File: src/rtl/lane_reduction_arbiter.sv
// Round-robin read scheduler merging N_SRC lane_reduction sources
// into one valid/ready word stream through a credit-protected skid FIFO.
module lane_reduction_arbiter #(
  parameter int N_SRC        = 4,
  parameter int WIDTH        = 16,
  parameter int READ_LATENCY = 2,
  parameter int SKID_DEPTH   = 4
) (
  input  logic                              clk,
  input  logic                              rst,
  input  logic [N_SRC-1:0]                  src_empty,
  output logic [N_SRC-1:0]                  src_read_en,
  input  logic [N_SRC-1:0]                  src_data_vd,
  input  logic [N_SRC-1:0][WIDTH-1:0]       src_data,
  input  logic [N_SRC-1:0]                  src_overflow,
  output logic                              m_valid,
  input  logic                              m_ready,
  output logic [WIDTH-1:0]                  m_data,
  output logic [$clog2(N_SRC)-1:0]          m_src,
  output logic [N_SRC-1:0]                  overflow_sticky,
  input  logic                              clear_overflow
);

  localparam int IW = $clog2(N_SRC);
  localparam int CW = $clog2(SKID_DEPTH + 1);
  localparam int AW = (SKID_DEPTH > 1) ? $clog2(SKID_DEPTH) : 1;
  localparam int RL = READ_LATENCY;

  logic [IW-1:0]                  rr_ptr_q, rr_ptr_d;
  logic [CW-1:0]                  occ_q, occ_d;
  logic [CW-1:0]                  inflight_q, inflight_d;
  logic [RL-1:0]                  tag_vld_q;
  logic [RL-1:0][IW-1:0]          tag_idx_q;
  logic [SKID_DEPTH-1:0][WIDTH-1:0] mem_data_q;
  logic [SKID_DEPTH-1:0][IW-1:0]  mem_src_q;
  logic [AW-1:0]                  rd_ptr_q, wr_ptr_q;
  logic [N_SRC-1:0]               ovf_q, ovf_d, ovf_set;

  logic          credit, gnt_found, issue;
  logic [IW-1:0] gnt_idx, cand;
  logic          ex_vld, push, pop;
  logic [IW-1:0] ex_idx;
  logic [CW:0]   used;

  function automatic logic [AW-1:0] ptr_inc(input logic [AW-1:0] p);
    return (p == AW'(SKID_DEPTH - 1)) ? '0 : p + AW'(1);
  endfunction

  // buffered words plus reads still in the source pipe share one budget
  assign used   = {1'b0, occ_q} + {1'b0, inflight_q};
  assign credit = (used < (CW+1)'(SKID_DEPTH));

  always_comb begin
    gnt_found = 1'b0;
    gnt_idx   = '0;
    cand      = '0;
    for (int k = 0; k < N_SRC; k++) begin
      cand = IW'((int'(rr_ptr_q) + k) % N_SRC);
      if (!gnt_found && !src_empty[cand]) begin
        gnt_found = 1'b1;
        gnt_idx   = cand;
      end
    end
  end

  assign issue = !rst && credit && gnt_found;

  always_comb begin
    src_read_en = '0;
    if (issue) src_read_en[gnt_idx] = 1'b1;
  end

  always_comb begin
    rr_ptr_d = rr_ptr_q;
    if (issue) begin
      rr_ptr_d = (gnt_idx == IW'(N_SRC - 1)) ? '0 : gnt_idx + IW'(1);
    end
  end

  assign ex_vld = tag_vld_q[RL-1];
  assign ex_idx = tag_idx_q[RL-1];
  assign push   = ex_vld && src_data_vd[ex_idx];
  assign pop    = m_valid && m_ready;

  assign m_valid = (occ_q != '0);
  assign m_data  = m_valid ? mem_data_q[rd_ptr_q] : '0;
  assign m_src   = m_valid ? mem_src_q[rd_ptr_q] : '0;

  always_comb begin
    inflight_d = inflight_q;
    unique case ({issue, ex_vld})
      2'b10:   inflight_d = inflight_q + CW'(1);
      2'b01:   inflight_d = inflight_q - CW'(1);
      default: inflight_d = inflight_q;
    endcase
  end

  always_comb begin
    occ_d = occ_q;
    unique case ({push, pop})
      2'b10:   occ_d = occ_q + CW'(1);
      2'b01:   occ_d = occ_q - CW'(1);
      default: occ_d = occ_q;
    endcase
  end

  // a flag raised in the clearing cycle survives the clear
  always_comb begin
    ovf_set = '0;
    if (ex_vld && src_overflow[ex_idx]) ovf_set[ex_idx] = 1'b1;
    ovf_d = clear_overflow ? ovf_set : (ovf_q | ovf_set);
  end

  assign overflow_sticky = ovf_q;

  always_ff @(posedge clk) begin
    if (rst) begin
      rr_ptr_q   <= '0;
      occ_q      <= '0;
      inflight_q <= '0;
      tag_vld_q  <= '0;
      tag_idx_q  <= '0;
      rd_ptr_q   <= '0;
      wr_ptr_q   <= '0;
      ovf_q      <= '0;
    end else begin
      rr_ptr_q     <= rr_ptr_d;
      occ_q        <= occ_d;
      inflight_q   <= inflight_d;
      tag_vld_q[0] <= issue;
      tag_idx_q[0] <= gnt_idx;
      for (int i = 1; i < RL; i++) begin
        tag_vld_q[i] <= tag_vld_q[i-1];
        tag_idx_q[i] <= tag_idx_q[i-1];
      end
      if (push) wr_ptr_q <= ptr_inc(wr_ptr_q);
      if (pop)  rd_ptr_q <= ptr_inc(rd_ptr_q);
      ovf_q <= ovf_d;
    end
  end

  always_ff @(posedge clk) begin
    if (push) begin
      mem_data_q[wr_ptr_q] <= src_data[ex_idx];
      mem_src_q[wr_ptr_q]  <= ex_idx;
    end
  end

endmodule

File: config.mk
export PLATFORM = sky130hd
export DESIGN_NAME = lane_reduction_arbiter
export DESIGN_NICKNAME = d
export VERILOG_FILES = /design/src/rtl/lane_reduction_arbiter.sv
export SDC_FILE = /design/constraint.sdc
export NUM_CORES = 1
export LEC_CHECK = 0
export ABC_CLOCK_PERIOD_IN_PS = 4200
export CAP_MARGIN = 20
export CORE_MARGIN = 2
export CORE_UTILIZATION = 40
export DETAILED_ROUTE_END_ITERATION = 8
export PLACE_DENSITY = 0.71
export SLEW_MARGIN = 20
export SYNTH_ARGS = -nofsm -noshare
export SYNTH_HDL_FRONTEND = slang
export SYNTH_SLANG_ARGS = --single-unit
File: constraint.sdc
create_clock -name clk -period 4.2 [get_ports clk]
set_clock_uncertainty 0.05 [all_clocks]
set_input_delay 0.63 -clock clk [delete_from_list [all_inputs] [get_ports clk]]
set_output_delay 0.63 -clock clk [all_outputs]
set_load 0.01 [all_outputs]
==> After elaboration in Yosys (flattened, before gate mapping) <==
Cells that the tools add are included.
{ "word_totals": {"reg_bits": 94, "inputBits": 80, "output_inout_bits": 27, "wordCells": 114} }
{ "op_classes": {"add_sub_neg": 11, "n_lt_le_gt_ge": 12, "n_eq_ne": 7, "mux": 46, "bitwise_logic": 1, "reduce_logical": 20} }
{ "op_table": {"columns": ["op", "count"], "rows": [
  ["binary-select mux 16 bit (select 2 bit)", 2],
  ["bitwise mux 64 bit", 1],
  ["two-way mux 16 bit", 4],
  ["demux 16 bit (select 2 bit)", 1],
  ["< comparator 2 x 3 -> 1 bit (second input constant)", 8],
  ["two-way mux 2 bit", 10],
  ["binary-select mux 1 bit (select 2 bit)", 6],
  ["two-way mux 1 bit", 12],
  ["two-way mux 4 bit", 3],
  ["one-hot mux 3 bit (2 select lines)", 2],
  ["logical AND 1 bit", 11],
  ["== test 2 bit (second input constant)", 5],
  ["adder 2 x 1 -> 2 bit (second input constant)", 4],
  ["bitwise mux 8 bit", 1],
  ["adder 3 x 1 -> 3 bit (second input constant)", 2],
  ["greater-or-equal comparator 2 x 1 -> 1 bit (second input constant)", 3],
  ["zero test 1 bit", 6],
  ["subtractor 3 x 1 -> 3 bit (second input constant)", 2],
  ["adder 2 bit (second input constant)", 2],
  ["adder 3 x 3 -> 4 bit", 1],
  ["binary-select mux 2 bit (select 2 bit)", 1],
  ["demux 1 bit (select 2 bit)", 2],
  ["demux 2 bit (select 2 bit)", 1],
  ["== test 2 x 1 -> 1 bit (second input constant)", 2],
  ["other kinds (4)", 5]
]} }

==> Longest topological paths before layout <==
{ "depth": {"ltp_word": 17, "ltp_mapped": 10, "depth_no_buf": 9} }

==> Worst setup path after synthesis <==
No wires, ideal clock.
{ "synth_timing": {"path_type": "input-to-reg", "start": "input port src_data_vd[3]", "end": "register occ_q[2]", "setup_ns": 0.071, "arrival_ns": 2.533, "required_ns": 4.079, "setup_slack_ns": 1.546, "cell_stages": 9, "path_buffers": 0, "cell_sequence": "mux4_2 and2_1 inv_1 ha_1 inv_1 fa_1 xor2_1 or3_1 a21oi_1"} }
{ "synth_via": {"elab_chain_len": 5, "word_cells_on_any_way": 7, "cone_classes": "eq/ne: 2; mux: 3; reduce/logical: 2"} }
{ "synth_rtl": {"columns": ["item", "line_no", "source"], "rows": [
  ["from (decl)", "13", "input logic [N_SRC-1:0] src_data_vd,"],
  ["binary-select mux 1 bit (select 2 bit) (*)", "82", "assign push = ex_vld && src_data_vd[ex_idx];"],
  ["two-way mux 1 bit (not written as such) (*)", "82", null],
  ["logical AND 1 bit (*)", "82", null],
  ["== test 2 x 1 -> 1 bit or == test 2 bit (tied branches)", "100", "unique case ({push, pop})"],
  ["one-hot mux 3 bit (2 select lines) or nonzero test 2 bit (tied branches)", null, null],
  ["to (signal assigned)", "119", "occ_q <= '0;"],
  ["to (signal assigned)", "128", "occ_q <= occ_d;"],
  ["to (decl)", "30", "logic [CW-1:0] occ_q, occ_d;"]
]} }
Mark *: on every way between the ends. The rest lies on a longest branch, timed or not. The select of a mux whose other input is x is not followed.
A chain may end at the register's enable or synchronous reset.

==> Worst setup path after layout <==
{ "layout_timing": {"start": "input port src_empty[0]", "end": "output port src_read_en[0]"} }
{ "layout_via": {"elab_chain_len": 16, "word_cells_on_any_way": 31, "cone_classes": "order compare: 2; mux: 19; reduce/logical: 10"} }
{ "layout_rtl": {"columns": ["item", "line_no", "source"], "rows": [
  ["from (decl)", "11", "input logic [N_SRC-1:0] src_empty,"],
  ["binary-select mux 1 bit (select 2 bit)", "59", "if (!gnt_found && !src_empty[cand]) begin"],
  ["two-way mux 1 bit (not written as such)", "59", null],
  ["zero test 1 bit", "59", null],
  ["logical AND 1 bit", "59", null],
  ["two-way mux 1 bit", "59", null],
  ["zero test 1 bit", "59", null],
  ["logical AND 1 bit", "59", null],
  ["two-way mux 1 bit", "59", null],
  ["zero test 1 bit", "59", null],
  ["logical AND 1 bit", "59", null],
  ["two-way mux 2 bit", "59", null],
  ["< comparator 2 x 3 -> 1 bit (not written as such) or greater-or-equal comparator 2 x 1 -> 1 bit (tied branches)", "70", "if (issue) src_read_en[gnt_idx] = 1'b1;"],
  ["logical AND 1 bit (not written as such)", "70", null],
  ["two-way mux 1 bit (not written as such)", "70", null],
  ["demux 1 bit (select 2 bit)", "70", null],
  ["two-way mux 4 bit (*)", "70", null],
  ["to (decl)", "12", "output logic [N_SRC-1:0] src_read_en,"]
]} }
Marks and branches as above.

==> impl_metrics.py <==
metrics = {
    "yosys": {
        "synthFlopType": "edfxtp_1",
        "yosys_warnings": 0,
        "synth_seq_cells": 94,
        "synth_nets": 362,
        "synth_area_um2": 4320,
        "yosysSeqAreaShare_pct": 60.3,
        "synth_edf_count": 72,
        "syn_inst": 267,
        "synth_area_per_cell_um2": 16.2,
        "synth-async-reset-ratio_pct": 0,
        "synth_cell_types": 38,
    },
    "layout": {
        "syn2layout_area_growth_pct": 32.5,
        "n_antenna_cell": 0,
        "instances_no_fill": 515,
        "finalNetCount": 469,
        "final_area_um2": 5720,
        "drive_gt1_share_pct": 15.8,
        "layout_commonest_cell": "clkdlybuf4s50_1",
        "final_cell_mix": "clkdlybuf4s50_1, edfxtp_1, mux4_2, nor2b_1, dfxtp_1",
        "fillCellCount": 856,
    },
    "grt": {
        "gr-usage-met2_pct": 28.6,
        "grtUsageTotal_pct": 15.8,
        "grt_pass1_vias": 2856,
        "antenna_found_initial": 0,
        "gr-total-overflow": 0,
        "use_met1_pct": 18.5,
        "busiest_layer": "met2",
        "grt_pass1_wl_um": 13900,
        "grtUsageMet3_pct": 4.18,
        "grt_max_degree": 25,
    },
    "setup_path": {
        "critPathMaxFanout": 5,
        "slowest_delay_ns": 0.54,
        "critPathSlowestCell": "clkdlybuf4s50_1",
        "crit_chain": "clkdlybuf4s50_1, nor2_1, nor3_1, o21ai_0, ha_1, and2_1, clkdlybuf4s50_1",
        "cp.arrival_ns": 2.64,
        "setup.worst_path.class": "primary input to primary output",
        "start_kind": "primary input",
        "crit_path_frequent_cell": "clkdlybuf4s50_1",
        "cpLargestDelayFamily": "buffers and inverters",
        "crit_cells": 7,
        "worstPathRequired_ns": 3.52,
        "crit_path_end_kind": "primary output",
        "r2r_cells": 9,
        "crit_buf_inv": 2,
    },
    "place": {
        "placed_area_um2": 5520,
        "gp_congestion": 0.721,
        "io_buffers": 106,
        "hpwl_um": 5820,
        "dp_cells": 499,
        "pre_cts_ws_ns": 0.911,
    },
    "drt": {
        "via_per_inst": 5.11,
        "totalWireLength_um": 8540,
        "postRouteAntennaNets": 0,
        "drt_iter0_markers": 82,
        "via_count": 2630,
        "drc": 0,
        "wire_per_inst_um": 16.6,
        "first_pass_iters": 4,
    },
    "timing": {
        "hold_viol": 0,
        "finalWorstSetupSlack_ns": 0.876,
        "max_freq_ghz": 0.301,
        "finalMaxSlewViolations": 0,
        "post-route-min-period_ns": 3.32,
        "worst_slew_pin_slew_ns": 1.02,
        "slew_headroom_pct": 32.2,
        "grt_setup_unrepaired": "false",
        "period_share_pct": 79.1,
        "fin_tns_setup_ns": 0,
        "final-setup-viol-count": 0,
    },
    "die": {
        "io_pins": 107,
        "fp.dieW_um": 108,
        "core-area_um2": 10400,
        "start_util_pct": 41.4,
        "rows": 37,
        "die_area_um2": 11600,
        "die_height_um": 108,
    },
    "clocking": {
        "cts_root_buf": "clkbuf_8",
        "post_cts_buffers": 0,
        "clock_sinks": 94,
        "cts_resized": 0,
        "cts_tree": "built",
        "cts_buffers": 9,
        "clk_path_buf_depth": 2,
        "clk-insertion-delay-late_ns": 0.35,
        "cts_max_level": 3,
        "holdBufCountCts": 0,
        "clkTransAtPathRegs_ns": 0.09,
    },
    "power": {
        "powerDensity_nw_per_um2": 444,
        "leakagePower_nw": 1.93,
        "power_mw": 2.54,
        "max-vdd-ir-drop_v": 0.000206,
    },
    "hold_path": {
        "whs_path_depth": 1,
        "hold_path_class": "flip-flop to flip-flop",
    },
    "flow_run": {
        "drv_cap": 0,
    },
    "run_status": {
        "status": "finished clean",
    },
}
==> area by class of cell <==
cell class | instances | area [um^2] | share of cell area (%)
clock buffer | 9 | 124 | 2.17
clock inverter | 7 | 80.1 | 1.40
timing repair buffer | 109 | 1080 | 18.9
multi-input combinational | 147 | 1610 | 28.1
sequential | 94 | 2610 | 45.5
tap | 136 | 170 | 2.97
inverter | 13 | 48.8 | 0.853
==> report_power, final <==
| group | total [mW] | internal (mW) | switching, mW |
|---|---|---|---|
| logic | 0.759 | 0.438 | 0.321 |
| clock network | 0.607 | 0.283 | 0.323 |
| registers | 1.17 | 1.09 | 0.0855 |
==> worst register-to-register path, stage by stage (launching register included) <==
cell,delay (ns)
dfxtp_1,0.45
ha_1,0.28
nor4_2,0.28
and3_1,0.33
inv_1,0.09
ha_1,0.23
fa_1,0.40
xnor2_1,0.15
or3_1,0.31
a21oi_1,0.14
==> cell usage after synthesis (3+ instances only) <==
cell,instances,area (um^2)
nand2_1,6,22.5
xor2_1,3,26.3
edfxtp_1,72,2160
nor2b_1,23,144
nor2_1,9,33.8
clkbuf_1,4,15.0
and3_1,6,37.5
o21ai_0,4,20.0
nand3_1,3,15.0
nand4_1,3,18.8
mux4_2,35,788
inv_1,13,48.8
or3_1,3,18.8
dfxtp_1,22,440
ha_1,13,163
a21oi_1,8,40.0
buf_2,8,40.0
and2_1,7,43.8
==> state kept, by name, indices dropped and copies added (netlist names) <==
name and cells:
mem_src_q 8, rr_ptr_q 2, inflight_q 3, ex_idx 2, rd_ptr_q 2, mem_data_q 64, wr_ptr_q 2, occ_q 3
tag_vld_q 2, overflow_sticky 4, tag_idx_q 2
==> per-stage QoR <==
step                      hold WS [ns]  utilization, %
after global placement           0.372            53.0
after floorplan                  0.364               -
after global routing             0.421            54.9
after CTS                        0.405            54.9
final                            0.402            54.9
after detailed placement         0.384            53.0
==> final timing paths <==
check / start / endpoint / slack (ns)
worst min-delay path: tag_idx_q[0]$_SDFF_PP0_ / ex_idx[0]$_SDFF_PP0_ / 0.40
worst min register to register: tag_idx_q[0]$_SDFF_PP0_ / ex_idx[0]$_SDFF_PP0_ / 0.40
worst max register to register: occ_q[2]$_SDFFE_PP0P_ / inflight_q[2]$_SDFFE_PP0P_ / 1.44
worst max-delay path: src_empty[0] / src_read_en[0] / 0.88
==> logic make-up (layout without fill, tap and decap cells) <==
| family | Yosys count | count (layout) | synth area share (%) |
|---|---|---|---|
| adder cells (fa/ha/maj) | 15 | 15 | 4.70 |
| flip-flops | 94 | 94 | 60.3 |
| AO/OA/AOI/OAI | 25 | 25 | 4.03 |
| XOR/XNOR | 4 | 4 | 0.812 |
| AND/OR/NAND/NOR | 66 | 66 | 8.87 |
| multiplexers | 37 | 37 | 18.7 |
| buffers and inverters | 26 | 138 | 2.58 |
==> metal layers <==
| metal | vias up | share of wire [%] |
|---|---|---|
| met3 | 8 | 5.5 |
| met1 | 1298 | 42 |
| li1 | 1258 | - |
| met2 | 66 | 52 |
| met4 | 0 | 1.0 |
| met5 | - | 0 |
Note: power is estimated with default switching activity, not from simulation.
